## src/rtl/des_sbox_scheduler_pkg.sv

```systemverilog
// Shared DES S-layer constants, FSM state encoding, request payload and bit-slice helpers.
package des_sbox_scheduler_pkg;

   localparam int unsigned NUM_SBOX = 8;
   localparam int unsigned CHUNK_W  = 6;
   localparam int unsigned SOUT_W   = 4;
   localparam int unsigned IDX_W    = 3;
   localparam int unsigned DATA_W   = NUM_SBOX * CHUNK_W;
   localparam int unsigned RES_W    = NUM_SBOX * SOUT_W;

   typedef enum logic [1:0] {
      IDLE,
      LOOKUP,
      DRAIN,
      RESP
   } state_e;

   typedef struct packed {
      logic              id;
      logic [DATA_W-1:0] data;
   } req_word_t;

   // MSB of the 6-bit input chunk for box k (S1 sits at the top of the word)
   function automatic logic [5:0] chunk_msb(input logic [IDX_W-1:0] k);
      return 6'(DATA_W - 1) - 6'(CHUNK_W) * 6'(k);
   endfunction

   function automatic logic [4:0] res_msb(input logic [IDX_W-1:0] k);
      return 5'(RES_W - 1) - 5'(SOUT_W) * 5'(k);
   endfunction

endpackage

```

## src/rtl/des_rr_arb2.sv

```systemverilog
// Two-requester round-robin arbiter; the pointer remembers who was served last.
module des_rr_arb2 (
   input  logic       clk,
   input  logic       rst,
   input  logic [1:0] req_i,
   input  logic       upd_i,
   output logic [1:0] gnt_c_o
);

   logic last_q;
   logic last_d;

   always_comb begin
      gnt_c_o = 2'b00;
      last_d  = last_q;
      if (req_i == 2'b11) begin
         gnt_c_o = last_q ? 2'b01 : 2'b10;
      end else begin
         gnt_c_o = req_i;
      end
      if (upd_i) begin
         last_d = gnt_c_o[1];
      end
   end

   // Reset to "requester 1 served last" so requester 0 wins the first contention
   always_ff @(posedge clk) begin
      if (rst) begin
         last_q <= 1'b1;
      end else begin
         last_q <= last_d;
      end
   end

endmodule

```

## src/rtl/des_sbox_scheduler.sv

```systemverilog
// Serialises the eight DES S-box lookups of one 48-bit word through a shared external bank.
module des_sbox_scheduler
   import des_sbox_scheduler_pkg::*;
#(
   parameter int unsigned LOOKUP_LAT = 0
) (
   input  logic              clk,
   input  logic              rst,
   input  logic              req0_valid,
   input  logic [DATA_W-1:0] req0_data,
   output logic              req0_ready,
   input  logic              req1_valid,
   input  logic [DATA_W-1:0] req1_data,
   output logic              req1_ready,
   output logic              resp_valid,
   output logic [RES_W-1:0]  resp_data,
   output logic              resp_id,
   input  logic              resp_ready,
   output logic [IDX_W-1:0]  sbox_sel,
   output logic [CHUNK_W-1:0] sbox_in,
   input  logic [SOUT_W-1:0] sbox_out,
   output logic              busy
);

   if (LOOKUP_LAT > 1) begin : g_bad_lat
      $error("des_sbox_scheduler: LOOKUP_LAT must be 0 or 1");
   end

   state_e            state_q, state_d;
   logic [IDX_W-1:0]  k_q, k_d;
   req_word_t         word_q, word_d;
   logic [RES_W-1:0]  res_q, res_d;
   logic              live_q;
   logic              cap_en_q, cap_en_d;
   logic [IDX_W-1:0]  cap_idx_q, cap_idx_d;

   logic [1:0]        gnt_c;
   logic              accept_c;
   logic              hs_c;
   logic              issue_c;

   // Requests are only offered in IDLE, and never in or right after reset
   assign accept_c = (state_q == IDLE) & live_q & ~rst;
   assign hs_c     = accept_c & (req0_valid | req1_valid);

   des_rr_arb2 u_arb (
      .clk     (clk),
      .rst     (rst),
      .req_i   ({req1_valid, req0_valid}),
      .upd_i   (hs_c),
      .gnt_c_o (gnt_c)
   );

   always_comb begin
      state_d   = state_q;
      k_d       = k_q;
      word_d    = word_q;
      res_d     = res_q;
      cap_en_d  = 1'b0;
      cap_idx_d = cap_idx_q;
      issue_c   = 1'b0;

      // Registered bank: the result of last cycle's issue arrives now
      if (cap_en_q) begin
         res_d[res_msb(cap_idx_q) -: SOUT_W] = sbox_out;
      end

      case (state_q)
         IDLE: begin
            if (hs_c) begin
               word_d.id   = gnt_c[1];
               word_d.data = gnt_c[1] ? req1_data : req0_data;
               res_d       = '0;
               k_d         = '0;
               state_d     = LOOKUP;
            end
         end
         LOOKUP: begin
            issue_c = 1'b1;
            if (LOOKUP_LAT == 0) begin
               res_d[res_msb(k_q) -: SOUT_W] = sbox_out;
            end else begin
               cap_en_d  = 1'b1;
               cap_idx_d = k_q;
            end
            if (k_q == IDX_W'(NUM_SBOX - 1)) begin
               k_d     = '0;
               state_d = (LOOKUP_LAT == 0) ? RESP : DRAIN;
            end else begin
               k_d = k_q + IDX_W'(1);
            end
         end
         DRAIN: begin
            state_d = RESP;
         end
         RESP: begin
            if (resp_ready) begin
               state_d = IDLE;
            end
         end
         default: begin
            state_d = IDLE;
         end
      endcase
   end

   always_ff @(posedge clk) begin
      if (rst) begin
         state_q   <= IDLE;
         k_q       <= '0;
         word_q    <= '0;
         res_q     <= '0;
         live_q    <= 1'b0;
         cap_en_q  <= 1'b0;
         cap_idx_q <= '0;
      end else begin
         state_q   <= state_d;
         k_q       <= k_d;
         word_q    <= word_d;
         res_q     <= res_d;
         live_q    <= 1'b1;
         cap_en_q  <= cap_en_d;
         cap_idx_q <= cap_idx_d;
      end
   end

   // Outputs are forced low while reset is asserted
   assign req0_ready = accept_c & gnt_c[0];
   assign req1_ready = accept_c & gnt_c[1];
   assign sbox_sel   = (issue_c & ~rst) ? k_q : '0;
   assign sbox_in    = (issue_c & ~rst) ? word_q.data[chunk_msb(k_q) -: CHUNK_W] : '0;
   assign resp_valid = (state_q == RESP) & ~rst;
   assign resp_data  = resp_valid ? res_q : '0;
   assign resp_id    = resp_valid & word_q.id;
   assign busy       = (state_q != IDLE) & ~rst;

endmodule

```

## config.mk

```make
export PLATFORM = sky130hd
export DESIGN_NAME = des_sbox_scheduler
export DESIGN_NICKNAME = d
export VERILOG_FILES = /design/src/rtl/des_sbox_scheduler_pkg.sv /design/src/rtl/des_rr_arb2.sv /design/src/rtl/des_sbox_scheduler.sv
export SDC_FILE = /design/constraint.sdc
export NUM_CORES = 1
export LEC_CHECK = 0
export BUFFER_PORTS_ARGS = -buffer_cell sky130_fd_sc_hd__buf_2
export CORE_MARGIN = 2
export CORE_UTILIZATION = 45
export CTS_CLUSTER_SIZE = 16
export DETAILED_ROUTE_END_ITERATION = 12
export PLACE_DENSITY = 0.7
export SLEW_MARGIN = 20
export SYNTH_ARGS = -nofsm -noshare
export SYNTH_HDL_FRONTEND = slang
export SYNTH_SLANG_ARGS = --single-unit
```

## constraint.sdc

```tcl
create_clock -name clk -period 3.8 [get_ports clk]
set_input_delay 0.95 -clock clk [delete_from_list [all_inputs] [get_ports clk]]
set_output_delay 0.95 -clock clk [all_outputs]
set_load 0.03 [all_outputs]
```

# Word level (Yosys, flattened, before mapping)
# Cells that the tools add are included.
# word_totals
word_cells	58
out_inout_bits	46
ff_bits	88
input_bits	105
# classes
n_eq_ne	8
n_mul	1
n_reduce_logical	6
n_addsub	4
shift	3
bitwise_logic	11
muxes	18
# ops
cell	count
$mux 32	2
$pmux 32 s2	1
$shiftx 53x7->6	1
$mux 48	1
$shift 4x7->35 const A	1
$shiftx 4x7->35	1
$bwmux 32	1
$mux 2	5
$and 1x1->1	9
$mux 3	3
$pmux 2 s4	1
$neg 5->7	1
$eq 2x2->1 const B	3
$mux 6	1
$ne 2x2->1 const B	3
$pmux 3 s2	1
$sub 6x6->6 const A	1
$mul 2x3->5 const A	1
$sub 5x5->5 const A	1
$reduce_and 2->1	2
$reduce_bool 2->1	2
$add 3x1->3 const B	1
$eq 3x3->1 const B	1
$reduce_and 3->1	1
5 further kinds	6

# Logic depth before layout (Yosys ltp)
# Gate-level depths: netlist of run 1.
# logic_depth
ltp_word	6
ltp_mapped	11
mapped_depth_nobuf	6

# Cells and area by module
# From an unflattened synthesis of run 1, not the netlist that was laid out.
# hier_totals
hier_cells	609
area_unflattened_um2	5601.6
# by_module_without_submodules
module	area_each_um2	cells_each	seq_area_each_um2	n_inst
des_sbox_scheduler	5547.8	603	1741.7	1
des_rr_arb2	53.8	6	20.0	1

# Worst setup path after synthesis of run 1
# No wires, ideal clock.
# synth_timing
kind	flip-flop to output port
start	reg k_q[0]
end	out sbox_in[0]
n_path_buf	5
required_ns	2.850
setup_slack_ns	-0.117
stages_incl_launch_ff	12
arrival_time_ns	2.967
path_cell_list	dfxtp_1 > buf_4 > buf_4 > buf_2 > inv_1 > ha_1 > buf_6 > buf_2 > mux4_2 > mux2_2 > nand2_1 > a221oi_1
# synth_via
elab_chain_len	4
# synth_lines
element	line	source
start, declared	des_sbox_scheduler.sv:30	logic [IDX_W-1:0] k_q, k_d;
start signal, assigned	des_sbox_scheduler.sv:118	k_q <= k_d;
$mul 2x3->5	des_sbox_scheduler_pkg.sv:25	return 6'(DATA_W - 1) - 6'(CHUNK_W) * 6'(k);
$sub 6x6->6	des_sbox_scheduler_pkg.sv:25	
$shiftx 53x7->6	des_sbox_scheduler.sv:131	assign sbox_in = (issue_c & ~rst) ? word_q.data[chunk_msb(k_q) -: CHUNK_W] : '0;
$mux 6	des_sbox_scheduler.sv:131	
end, declared	des_sbox_scheduler.sv:20	output logic [CHUNK_W-1:0] sbox_in,
# No other way between the ends.

# Worst setup path in the final report of run 1
# layout_timing
start	reg k_q[1]
end	out sbox_in[2]
# The elaborated chain is that of the path after synthesis.

==> results.md, run 1 <==
- Flip-flop and latch count after synthesis: a little under 90
- Row cnt: 40
- Top area cells in the synthesized netlist: sky130_fd_sc_hd__dfxtp_1 32%, sky130_fd_sc_hd__mux4_2 13%, sky130_fd_sc_hd__mux2i_1 11%
- Area share of the leading cell type in the synthesized netlist: 31.6%
- Total net switching power: ~1.1 mW
- Core Area: 12100 sq um
- Antenna-violating nets left: 0
- Gate power share: 36.2%
- Max-cap check violation count: 0
- Proportion of synthesized flip-flops having asynchronous set or reset: 0%
- Post-Route Skew: 0.00374 ns
- Area of the die: between 10000 and 15000 sq um
- Cell breakdown of the critical path: ha_4 > fa_1 > mux4_2 > a221o_1 > nor2_2 > buf_2
- Number of buffers inserted during clock tree synthesis: 9
- Syn. warnings: 0
- Overflow left after global routing: 0
- Horizontal die dimension: 115 um
- FF-to-FF setup slack: 1.48 ns
- Antenna diode count: 0
- RSZ-0062 raised after global routing: false
- Clock-pin slew on the worst setup and hold paths: 0.06 ns
- Layout Area Growth over Synthesis: 21.0%
- Number of antenna violations at the first check in global routing: 0
- Data required time of the critical path: 2.85 ns
- Fin nets: 851
- Capture point of the worst reg-to-reg path: res_q[0]
- Data arrival time of the critical path: 2.68 ns
- Clock Root Buffer: sky130_fd_sc_hd__clkbuf_16
- Flop pwr share: 37.7%
- Starting Density: 46.2%
- Type of element capturing the critical path: output port
- Main flop type after synthesis: sky130_fd_sc_hd__dfxtp_1
- Worst Hold Path Cells: 2
- Count of cell instances traversed by the critical path: 6
- Aggregate negative setup slack: 0 ns
- RePlAce Congestion: 0.894
- Count of final max-slew check failures: 0
- Measured slew at the worst slew-check pin: 0.766 ns
- Kind of start point of the critical path: flop
- Wirelength per Cell: 16.3 um
- Cell count after synthesis: 609
- Clock Path Buffers: 2
- Delay-heaviest family, CP: adder cells
- Syn nets: approximately 730
- Initial DRC count: 329
- Pin count of the biggest net entering global routing: 76
- Final core area utilization: 55.9%
- Maximum resistive drop on vdd: 0.000210 V
- Count of final hold-check violations: 0
- Worst slew margin relative to its limit: 49.0%
- Final Setup Violations: 0
- Setup CP Type: flop to output port
- Cell type contributing the most total cell area after synthesis: sky130_fd_sc_hd__dfxtp_1
- Status: completed
- # IOs: 151
- Cell area after synthesis: around 5600 sq um
- Post-CTS repair timing setup buffer count: 0
- Pre-antenna DRT Iters: 5
- Startpoint of the most critical setup path: k_q[1]
- Routed wire length: approximately 15000 um
- R2R Path Start: state_q[1]
- Routed vias: 5088
- Worst Hold Path EP: res_q[1]
- Static leakage: 2.63 nW
- Max H-tree Level: 3
- Pwr per Cell Area: approximately 450 nW/um^2
- Register area share after synthesis: about a third
- Class of the tightest hold or removal check: flop to flop
- Post-route minimum period: 3.63 ns
- TritonCTS Sinks: 88
- Post-synth EDFFs: 0
- Residual DRC: 0
- Post-DP HPWL: 11200 um
- Crit Path Max Fanout: 5
- Worst path max stage delay: roughly 0.53 ns
- R2R cell count: 8
- Cell with the biggest individual delay on the critical path: sky130_fd_sc_hd__fa_1
- Maximum achievable frequency: around 280 MHz
- Distinct cells, synth: 51
- Number of global-route vias before repair: 4697
- Switching share of total power: 36.0%
- Fraction of layout cells with a size suffix above 1: about a third
- Startpoint of the tightest hold check path: res_q[1]
- Share of the clock period used by the worst path: 95.6%
- First-pass GRT wire length: roughly 23000 um
- Clock tree from TritonCTS: built
- Vias/cell: 5.62
- Worst Path Buf+Inv: 1
- Fin Hold WS: 0.470 ns
- Avg Synthesized Cell Area: slightly above 9 sq um
- Pint: between 1.5 and 2 mW
- Clock Latency Late Sink: around 0.34 ns
- Total of buffers placed on input and output ports: 150
- Share of power burned in the clock network: 26.1%
- Total routing usage reported by global routing: 22.0%
- Height of the die: between 100 and 150 um
[stage by stage]
step / area, sq um / instances / setup slack, ns / power (mW)
floorplan: 5590 / 609 / 0.0328 / 1.94
global placement: 6460 / 891 / 0.372 / 2.19
detailed placement: 6460 / 891 / 0.271 / 2.23
CTS: 6720 / 905 / 0.0160 / 3.01
global route: 6740 / 905 / 0.00643 / 3.18
finish: 6740 / 905 / 0.166 / 3.01
[state kept, by name (all words and copies together) (netlist names)]
name,cells
k_q,3
live_q,1
res_q,32
state_q,2
u_arb.last_q,1
word_q,49
[per-layer routing]
| metal | track usage [%] | share of wire, % | vias up |
|---|---|---|---|
| met5 | 0 | 0 | - |
| met3 | 3.22 | 4.3 | 14 |
| met1 | 30.9 | 47 | 2412 |
| met2 | 35.5 | 48 | 140 |
| met4 | 6.43 | 1.2 | 0 |
| li1 | - | - | 2522 |
[worst register-to-register path: cells and delay by family (launching register included)]
family / cells / cell delay, ns
AO/OA/AOI/OAI: 2 / 0.76
buffers and inverters: 4 / 0.89
flip-flops: 1 / 0.33
AND/OR/NAND/NOR: 1 / 0.12
adder cells (fa/ha/maj): 1 / 0.15
[cell families (layout without fill, tap and decap cells)]
logic type / after synthesis / after routing / share of synthesized area, %
and+or+nand+nor: 185 / 185 / 16.9
AOI/OAI and AO/OA: 157 / 157 / 17.8
muxes: 98 / 98 / 24.9
DFF: 88 / 88 / 31.6
buffers and inverters: 67 / 195 / 5.57
adders and majority gates: 12 / 12 / 2.83
xor gates and xnor gates: 2 / 2 / 0.314
[area by class of cell]
class	count	area, sq um
clock buffer	13	250
sequential	88	1760
multi-input combinational	454	3560
inverter	12	45.0
fill	1085	5320
timing repair buffer	169	910
tap	168	210
clock inverter	1	5.00
[synth_stat cells (3+ instances only)]
| library cell | count |
|---|---|
| sky130_fd_sc_hd__mux2i_1 | 60 |
| sky130_fd_sc_hd__a21oi_1 | 44 |
| sky130_fd_sc_hd__inv_1 | 11 |
| sky130_fd_sc_hd__nand4_1 | 34 |
| sky130_fd_sc_hd__o21ai_0 | 41 |
| sky130_fd_sc_hd__nor2_1 | 71 |
| sky130_fd_sc_hd__buf_4 | 3 |
| sky130_fd_sc_hd__clkbuf_1 | 28 |
| sky130_fd_sc_hd__nand2b_1 | 6 |
| sky130_fd_sc_hd__and2_1 | 36 |
| sky130_fd_sc_hd__ha_1 | 11 |
| sky130_fd_sc_hd__nand2_1 | 15 |
| sky130_fd_sc_hd__nand3_1 | 7 |
| sky130_fd_sc_hd__buf_6 | 3 |
| sky130_fd_sc_hd__a211oi_1 | 49 |
| sky130_fd_sc_hd__buf_2 | 20 |
| sky130_fd_sc_hd__dfxtp_1 | 88 |
| sky130_fd_sc_hd__nor3_1 | 5 |
| sky130_fd_sc_hd__mux2_2 | 6 |
| sky130_fd_sc_hd__a21o_1 | 3 |
| sky130_fd_sc_hd__mux4_2 | 32 |
[worst max path at each step]
stage | endpoint | slack, ns
5_1_grt | sbox_in[3] | 0.006
2_1_floorplan | sbox_in[1] | 0.03
6_report | sbox_in[2] | 0.17
3_5_place_dp | sbox_in[1] | 0.27
4_1_cts | sbox_in[1] | 0.02
3_3_place_gp | sbox_in[1] | 0.37
[what timing repair did]
item / CTS / global route
setup endpoints to repair: 3 / 6
resized for setup: 3 / 3
pin swaps: 0 / 0
hold buffers: 0 / 0
endpoints found under the hold margin: 0 / 0
[layout by cell type (no fill, tap or decap), types with 3 or more instances in the layout]
| master | instances |
|---|---|
| sky130_fd_sc_hd__nor2_1 | 69 |
| sky130_fd_sc_hd__dfxtp_1 | 86 |
| sky130_fd_sc_hd__mux2_2 | 6 |
| sky130_fd_sc_hd__nand3_1 | 7 |
| sky130_fd_sc_hd__nand2b_1 | 6 |
| sky130_fd_sc_hd__inv_1 | 11 |
| sky130_fd_sc_hd__ha_1 | 9 |
| sky130_fd_sc_hd__and2_1 | 36 |
| sky130_fd_sc_hd__o21ai_0 | 41 |
| sky130_fd_sc_hd__a21oi_1 | 43 |
| sky130_fd_sc_hd__buf_4 | 17 |
| sky130_fd_sc_hd__clkbuf_16 | 9 |
| sky130_fd_sc_hd__a211oi_1 | 48 |
| sky130_fd_sc_hd__clkbuf_1 | 3 |
| sky130_fd_sc_hd__mux4_2 | 32 |
| sky130_fd_sc_hd__a21o_1 | 3 |
| sky130_fd_sc_hd__buf_2 | 150 |
| sky130_fd_sc_hd__nand4_1 | 34 |
| sky130_fd_sc_hd__mux2i_1 | 60 |
| sky130_fd_sc_hd__nor3_1 | 5 |
| sky130_fd_sc_hd__nand2_1 | 15 |
[power by group through the flow]
stage / Clock [mW] / Combinational (mW) / Sequential, mW
global placement: 0 / 1.04 / 1.14
floorplan: 0 / 0.840 / 1.10
CTS: 0.802 / 1.08 / 1.13
detailed placement: 0 / 1.08 / 1.15
finish: 0.785 / 1.09 / 1.13
global route: 0.840 / 1.19 / 1.15
(Power assumes the default switching activity.)
==> inputs of run 2 (changes only) <==
==> constraint.sdc (replaced) <==
create_clock -name clk -period 3.8 [get_ports clk]
set_input_delay 0.57 -clock clk [delete_from_list [all_inputs] [get_ports clk]]
set_output_delay 0.57 -clock clk [all_outputs]
set_load 0.03 [all_outputs]
==> run 2 against run 1 <==
Net effect:
- critical path depth rose by 2
- design area fell by 0.11%
- non-clock buffer count fell by 5
- setup slack improved by 0.097 ns
- combinational power barely moved
- maximum frequency rose by 2.8%
- clock power rose by 21%
- largest power group unchanged
- core utilization fell by 0.062 points
==> results.md, run 2 (synthesized netlist as in run 1, its figures left out) <==
- Status: completed
- Fin Hold WS: 0.471 ns
- Registers with the highest flip-flop counts: word_q (49), res_q (32), k_q (3)
- Layout Area Growth over Synthesis: 20.9%
- Total net switching power: 1.11 mW
- Area of the die: around 13000 sq um
- RePlAce Congestion: 0.827
- Starting Density: 46.2%
- Row cnt: 40
- First-pass GRT wire length: 22300 um
- Data arrival time of the critical path: 2.97 ns
- Vias/cell: 5.60
- Post-route minimum period: ~3.5 ns
- Clock Root Buffer: sky130_fd_sc_hd__clkbuf_16
- CTS Hold Buffers Added: 0
- Share of the clock period used by the worst path: 93.1%
- Residual DRC: 0
- Antenna diode count: 0
- Post-DP HPWL: 10400 um
- Setup CP Type: flop to output port
- Switching share of total power: between 30% and 40%
- Total instance count after detailed placement: 886
- Clock Latency Late Sink: 0.35 ns
- Biggest register: word_q
- Wirelength per Cell: 15.5 um
- Fraction of layout cells with a size suffix above 1: 30.8%
- Maximum achievable frequency: 283 MHz
- Type of element capturing the critical path: output port
- Pin count of the biggest net entering global routing: 97
- Measured slew at the worst slew-check pin: 0.768 ns
- Post-Route Skew: 0.0112 ns
- Number of global-route vias before repair: 4583
- Number of antenna violations at the first check in global routing: 0
- Gate power share: 34.2%
- Count of final hold-check violations: 0
- Total routing usage reported by global routing: 20.9%
- Clock-pin slew on the worst setup and hold paths: about 0.070 ns
- Count of final max-slew check failures: 0
- FF-to-FF setup slack: 1.43 ns
- Pre-antenna DRT Iters: 5
- Flip-flop count of the largest register, all copies and words added: 49
- Horizontal die dimension: approximately 120 um
- Setup ws final: 0.264 ns
- Pwr per Cell Area: 468 nW/um^2
- Aggregate negative setup slack: 0 ns
- Initial DRC count: 299
- Overflow left after global routing: 0
- RSZ-0062 raised after global routing: false
- Post-CTS repair timing setup buffer count: 0
- Leading cell types in the layout, fill and taps excluded: 150 x sky130_fd_sc_hd__buf_2, 87 x sky130_fd_sc_hd__dfxtp_1, 70 x sky130_fd_sc_hd__nor2_1, 60 x sky130_fd_sc_hd__mux2i_1, 49 x sky130_fd_sc_hd__a211oi_1
- Pint: 2.04 mW
- Static leakage: 2.63 nW
- Total of buffers placed on input and output ports: 150
- Clock tree from TritonCTS: built
- Crit Path Max Fanout: 21
- Total of fill cells in the finished design: 1095
- Post-place setup slack: between 0.6 and 0.7 ns
- Class of the tightest hold or removal check: flop to flop
- Routed wire length: 14000 um
- Number of buffers inserted during clock tree synthesis: 9
- Height of the die: 115 um
- Data required time of the critical path: 3.23 ns
- Worst slew margin relative to its limit: 48.8%
- # IOs: 151
- Max-cap check violation count: 0
- TritonCTS Sinks: 88
- Clock Path Buffers: 2
- Final Setup Violations: 0
- Flop pwr share: 35.7%
- Kind of start point of the critical path: flop
- Max H-tree Level: 3
- Routed vias: 5042
- Share of power burned in the clock network: 30.1%
- Fin nets: 846
- Core Area: 12100 sq um
- Commonest non-fill, non-tap cell in the layout: sky130_fd_sc_hd__buf_2
- Maximum resistive drop on vdd: 0.000271 V
- Post-route non-filler standard cell count: 901
- Resize count post-CTS: 0
- Antenna-violating nets left: 0
[run 2: changes by cell type in the layout (fill, tap and decap cells not counted), sizes merged]
cell	before	now
bufinv	0	2
buf	169	164
inv	11	12
clkinvlp	0	2
clkbuf	13	9
[run 2: path summary, 6_finish.rpt]
kind,start,end,depth (start not counted)
hold reg to reg,res_q[25],res_q[25],2
setup / recovery,k_q[1],sbox_in[2],8
hold / removal,res_q[25],res_q[25],2
setup reg to reg,state_q[1],res_q[0],7
[run 2: area by class of cell]
cell class / instances / area [sq um] / share of cell area [%]
Multi-Input combinational cell: 454 / 3530 / 52.4
Clock buffer: 9 / 225 / 3.34
Inverter: 12 / 45.0 / 0.669
Tap cell: 168 / 210 / 3.12
Clock inverter: 6 / 92.6 / 1.37
Sequential cell: 88 / 1760 / 26.2
Timing Repair Buffer: 164 / 868 / 12.9
[run 2: per-stage QoR]
| step | util [%] | power, mW | instance area [sq um] |
|---|---|---|---|
| 2_1_floorplan | - | 1.94 | 5570 |
| 3_3_place_gp | 53.1 | 2.16 | 6400 |
| 3_5_place_dp | 53.1 | 2.20 | 6400 |
| 4_1_cts | 55.7 | 3.15 | 6720 |
| 5_1_grt | 55.8 | 3.34 | 6730 |
| 6_report | 55.8 | 3.15 | 6730 |
[run 2: metal layers]
layer | track usage [%] | vias up | share of wire [%]
met2 | 33.3 | 164 | 47
met5 | 0 | - | 0
met3 | 3.90 | 18 | 5.9
met1 | 29.0 | 2348 | 46
met4 | 5.94 | 0 | 1.3
li1 | - | 2512 | -
[run 2: worst max-delay path: stages (launching register included)]
cell	delay, ns
sky130_fd_sc_hd__dfxtp_1	0.44
sky130_fd_sc_hd__inv_1	0.14
sky130_fd_sc_hd__ha_1	0.40
sky130_fd_sc_hd__buf_4	0.26
sky130_fd_sc_hd__nand2b_1	0.16
sky130_fd_sc_hd__mux4_2	0.47
sky130_fd_sc_hd__a221o_1	0.38
sky130_fd_sc_hd__nor2_1	0.16
sky130_fd_sc_hd__buf_2	0.22
[run 2: power groups by stage]
stage	Sequential (mW)	Combinational (mW)	Clock, mW
2_1_floorplan	1.10	0.836	0
3_3_place_gp	1.14	1.02	0
3_5_place_dp	1.15	1.05	0
4_1_cts	1.12	1.06	0.964
5_1_grt	1.14	1.20	1.01
6_report	1.13	1.08	0.949
==> inputs of run 3 (changes only) <==
CORE_ASPECT_RATIO = 0.5   (was default)
CORE_UTILIZATION = 53   (was 45)
PLACE_DENSITY = 0.81   (was 0.7)
==> run 3 against run 2 <==
Net effect:
- non-clock buffer count grew 2
- die area shrank 14%
- core utilization grew 9.9 points
- sequential power is essentially flat
- global-route usage grew 4.1 points
- via count grew 2.5%
- clock-buffer cell count grew 2
- clock power grew 7%
- register-to-register slack lost 0.05 ns
- maximum frequency shrank 1.6%
- largest cell class unchanged
- largest power group unchanged
- highest routed layer unchanged
==> results.md, run 3 (synthesized netlist as in run 1, its figures left out) <==
- Status: completed
- Fin nets: 848
- Number of buffers inserted during clock tree synthesis: 9
- Residual DRC: 0
- Leading cell types in the layout, fill and taps excluded: 150 x sky130_fd_sc_hd__buf_2, 87 x sky130_fd_sc_hd__dfxtp_1, 70 x sky130_fd_sc_hd__nor2_1, 60 x sky130_fd_sc_hd__mux2i_1, 49 x sky130_fd_sc_hd__a211oi_1
- Clock tree from TritonCTS: built
- Maximum achievable frequency: 278 MHz
- Antenna diode count: 0
- Maximum resistive drop on vdd: 0.000254 V
- Wirelength per Cell: 15.8 um
- R2R Path Start: state_q[1]
- Commonest non-fill, non-tap cell in the layout: sky130_fd_sc_hd__buf_2
- Max-cap check violation count: 0
- TritonCTS Sinks: 88
- Data required time of the critical path: 3.23 ns
- Vias/cell: 5.90
- Routed wire length: 13800 um
- Starting Density: 54.5%
- Count of final max-slew check failures: 0
- Startpoint of the most critical setup path: k_q[0]
- Post-route minimum period: ~3.6 ns
- Static leakage: 2.66 nW
- Type of element capturing the critical path: output port
- Post-DP HPWL: 10000 um
- R2R cell count: 8
- Critical Path End: sbox_in[0]
- First-pass GRT wire length: 23200 um
- Overflow left after global routing: 0
- Biggest register: word_q
- Share of the clock period used by the worst path: 94.6%
- Area of the die: 11400 sq um
- Clock Path Buffers: 2
- Flip-flop count of the largest register, all copies and words added: slightly below 50
- Routed vias: 5166
- Aggregate negative setup slack: 0 ns
- Kind of start point of the critical path: flop
- Post-Route Skew: roughly 0.0048 ns
- Total of fill cells in the finished design: slightly above 800
- CTS Hold Buffers Added: 0
- # IOs: 151
- Pre-antenna DRT Iters: 4
- FF-to-FF setup slack: 1.38 ns
- Max H-tree Level: 3
- Worst slew margin relative to its limit: between 30% and 40%
- Row cnt: 26
- Final Setup Violations: 0
- Clock-pin slew on the worst setup and hold paths: 0.06 ns
- Measured slew at the worst slew-check pin: about 1 ns
- Height of the die: around 77 um
- Count of final hold-check violations: 0
- Fin Hold WS: 0.467 ns
- Class of the tightest hold or removal check: flop to flop
- Data arrival time of the critical path: 3.02 ns
- Fraction of layout cells with a size suffix above 1: 31.0%
- Setup CP Type: flop to output port
- Horizontal die dimension: roughly 150 um
- Number of global-route vias before repair: 4735
- Registers with the highest flip-flop counts: word_q (49), res_q (32), k_q (3)
- Pin count of the biggest net entering global routing: 97
- Crit Path Max Fanout: 11
- RSZ-0062 raised after global routing: false
- Capture point of the worst reg-to-reg path: k_q[2]
- Total routing usage reported by global routing: about a quarter
- Pwr per Cell Area: 480 nW/um^2
- Core Area: 10200 sq um
- Total of buffers placed on input and output ports: 150
- Initial DRC count: 373
- Clock Root Buffer: sky130_fd_sc_hd__clkbuf_16
- RePlAce Congestion: 0.894
- Number of antenna violations at the first check in global routing: 0
- Clock Latency Late Sink: 0.34 ns
- Antenna-violating nets left: 0
- Post-CTS repair timing setup buffer count: 0
- Resize count post-CTS: 0
- Layout Area Growth over Synthesis: 20.6%
-- run 3: worst min-delay path by stage --
stage,startpoint,to,cells after the start
finish,res_q[0],res_q[0],2
global route,res_q[25],res_q[25],2
CTS,res_q[25],res_q[25],2
detailed placement,res_q[14],res_q[14],2
global placement,res_q[26],res_q[26],2
floorplan,res_q[0],res_q[0],2
-- run 3: through the flow --
stage	cell area (sq um)	setup WS, ns	utilization [%]	power (mW)	std cells
4_1_cts	6720	0.225	65.8	3.22	876
5_1_grt	6720	0.0100	65.8	3.41	876
2_1_floorplan	5570	0.263	-	1.94	609
3_5_place_dp	6370	0.601	62.4	2.20	860
6_report	6720	0.206	65.8	3.22	876
3_3_place_gp	6370	0.625	62.4	2.16	860
-- run 3: final cells by class --
type                       count  area, sq um  area share (%)
multi-input combinational    454         3520            52.4
clock buffer                  11          243            3.61
tap                          140          175            2.61
sequential                    88         1760            26.2
inverter                      12         45.0           0.670
clock inverter                 5          104            1.55
timing repair buffer         166          871            13.0
-- run 3: routing by layer --
| metal | routed length, um | vias to the layer above | part of all wire (%) | global-route usage, % |
|---|---|---|---|---|
| met5 | 0 | - | 0 | 0 |
| met4 | 187 | 0 | 1.4 | 6.19 |
| met3 | 887 | 23 | 6.4 | 5.99 |
| met2 | 6480 | 187 | 47 | 39.8 |
| met1 | 6260 | 2438 | 45 | 34.3 |
| li1 | - | 2518 | - | - |
-- run 3: worst max-delay path, cell delays in order, from the launching register on --
cell	delay, ns
sky130_fd_sc_hd__dfxtp_2	0.32
sky130_fd_sc_hd__ha_1	0.26
sky130_fd_sc_hd__fa_1	0.82
sky130_fd_sc_hd__inv_1	0.35
sky130_fd_sc_hd__mux2_2	0.32
sky130_fd_sc_hd__nand2_1	0.06
sky130_fd_sc_hd__a221oi_1	0.29
sky130_fd_sc_hd__buf_2	0.26
-- run 3: power breakdown --
group / leakage, nW / switching [mW] / internal, mW
combinational: 1.77 / 0.639 / 0.436
clock: 0.170 / 0.358 / 0.660
sequential: 0.717 / 0.107 / 1.02
total: 2.66 / 1.10 / 2.12
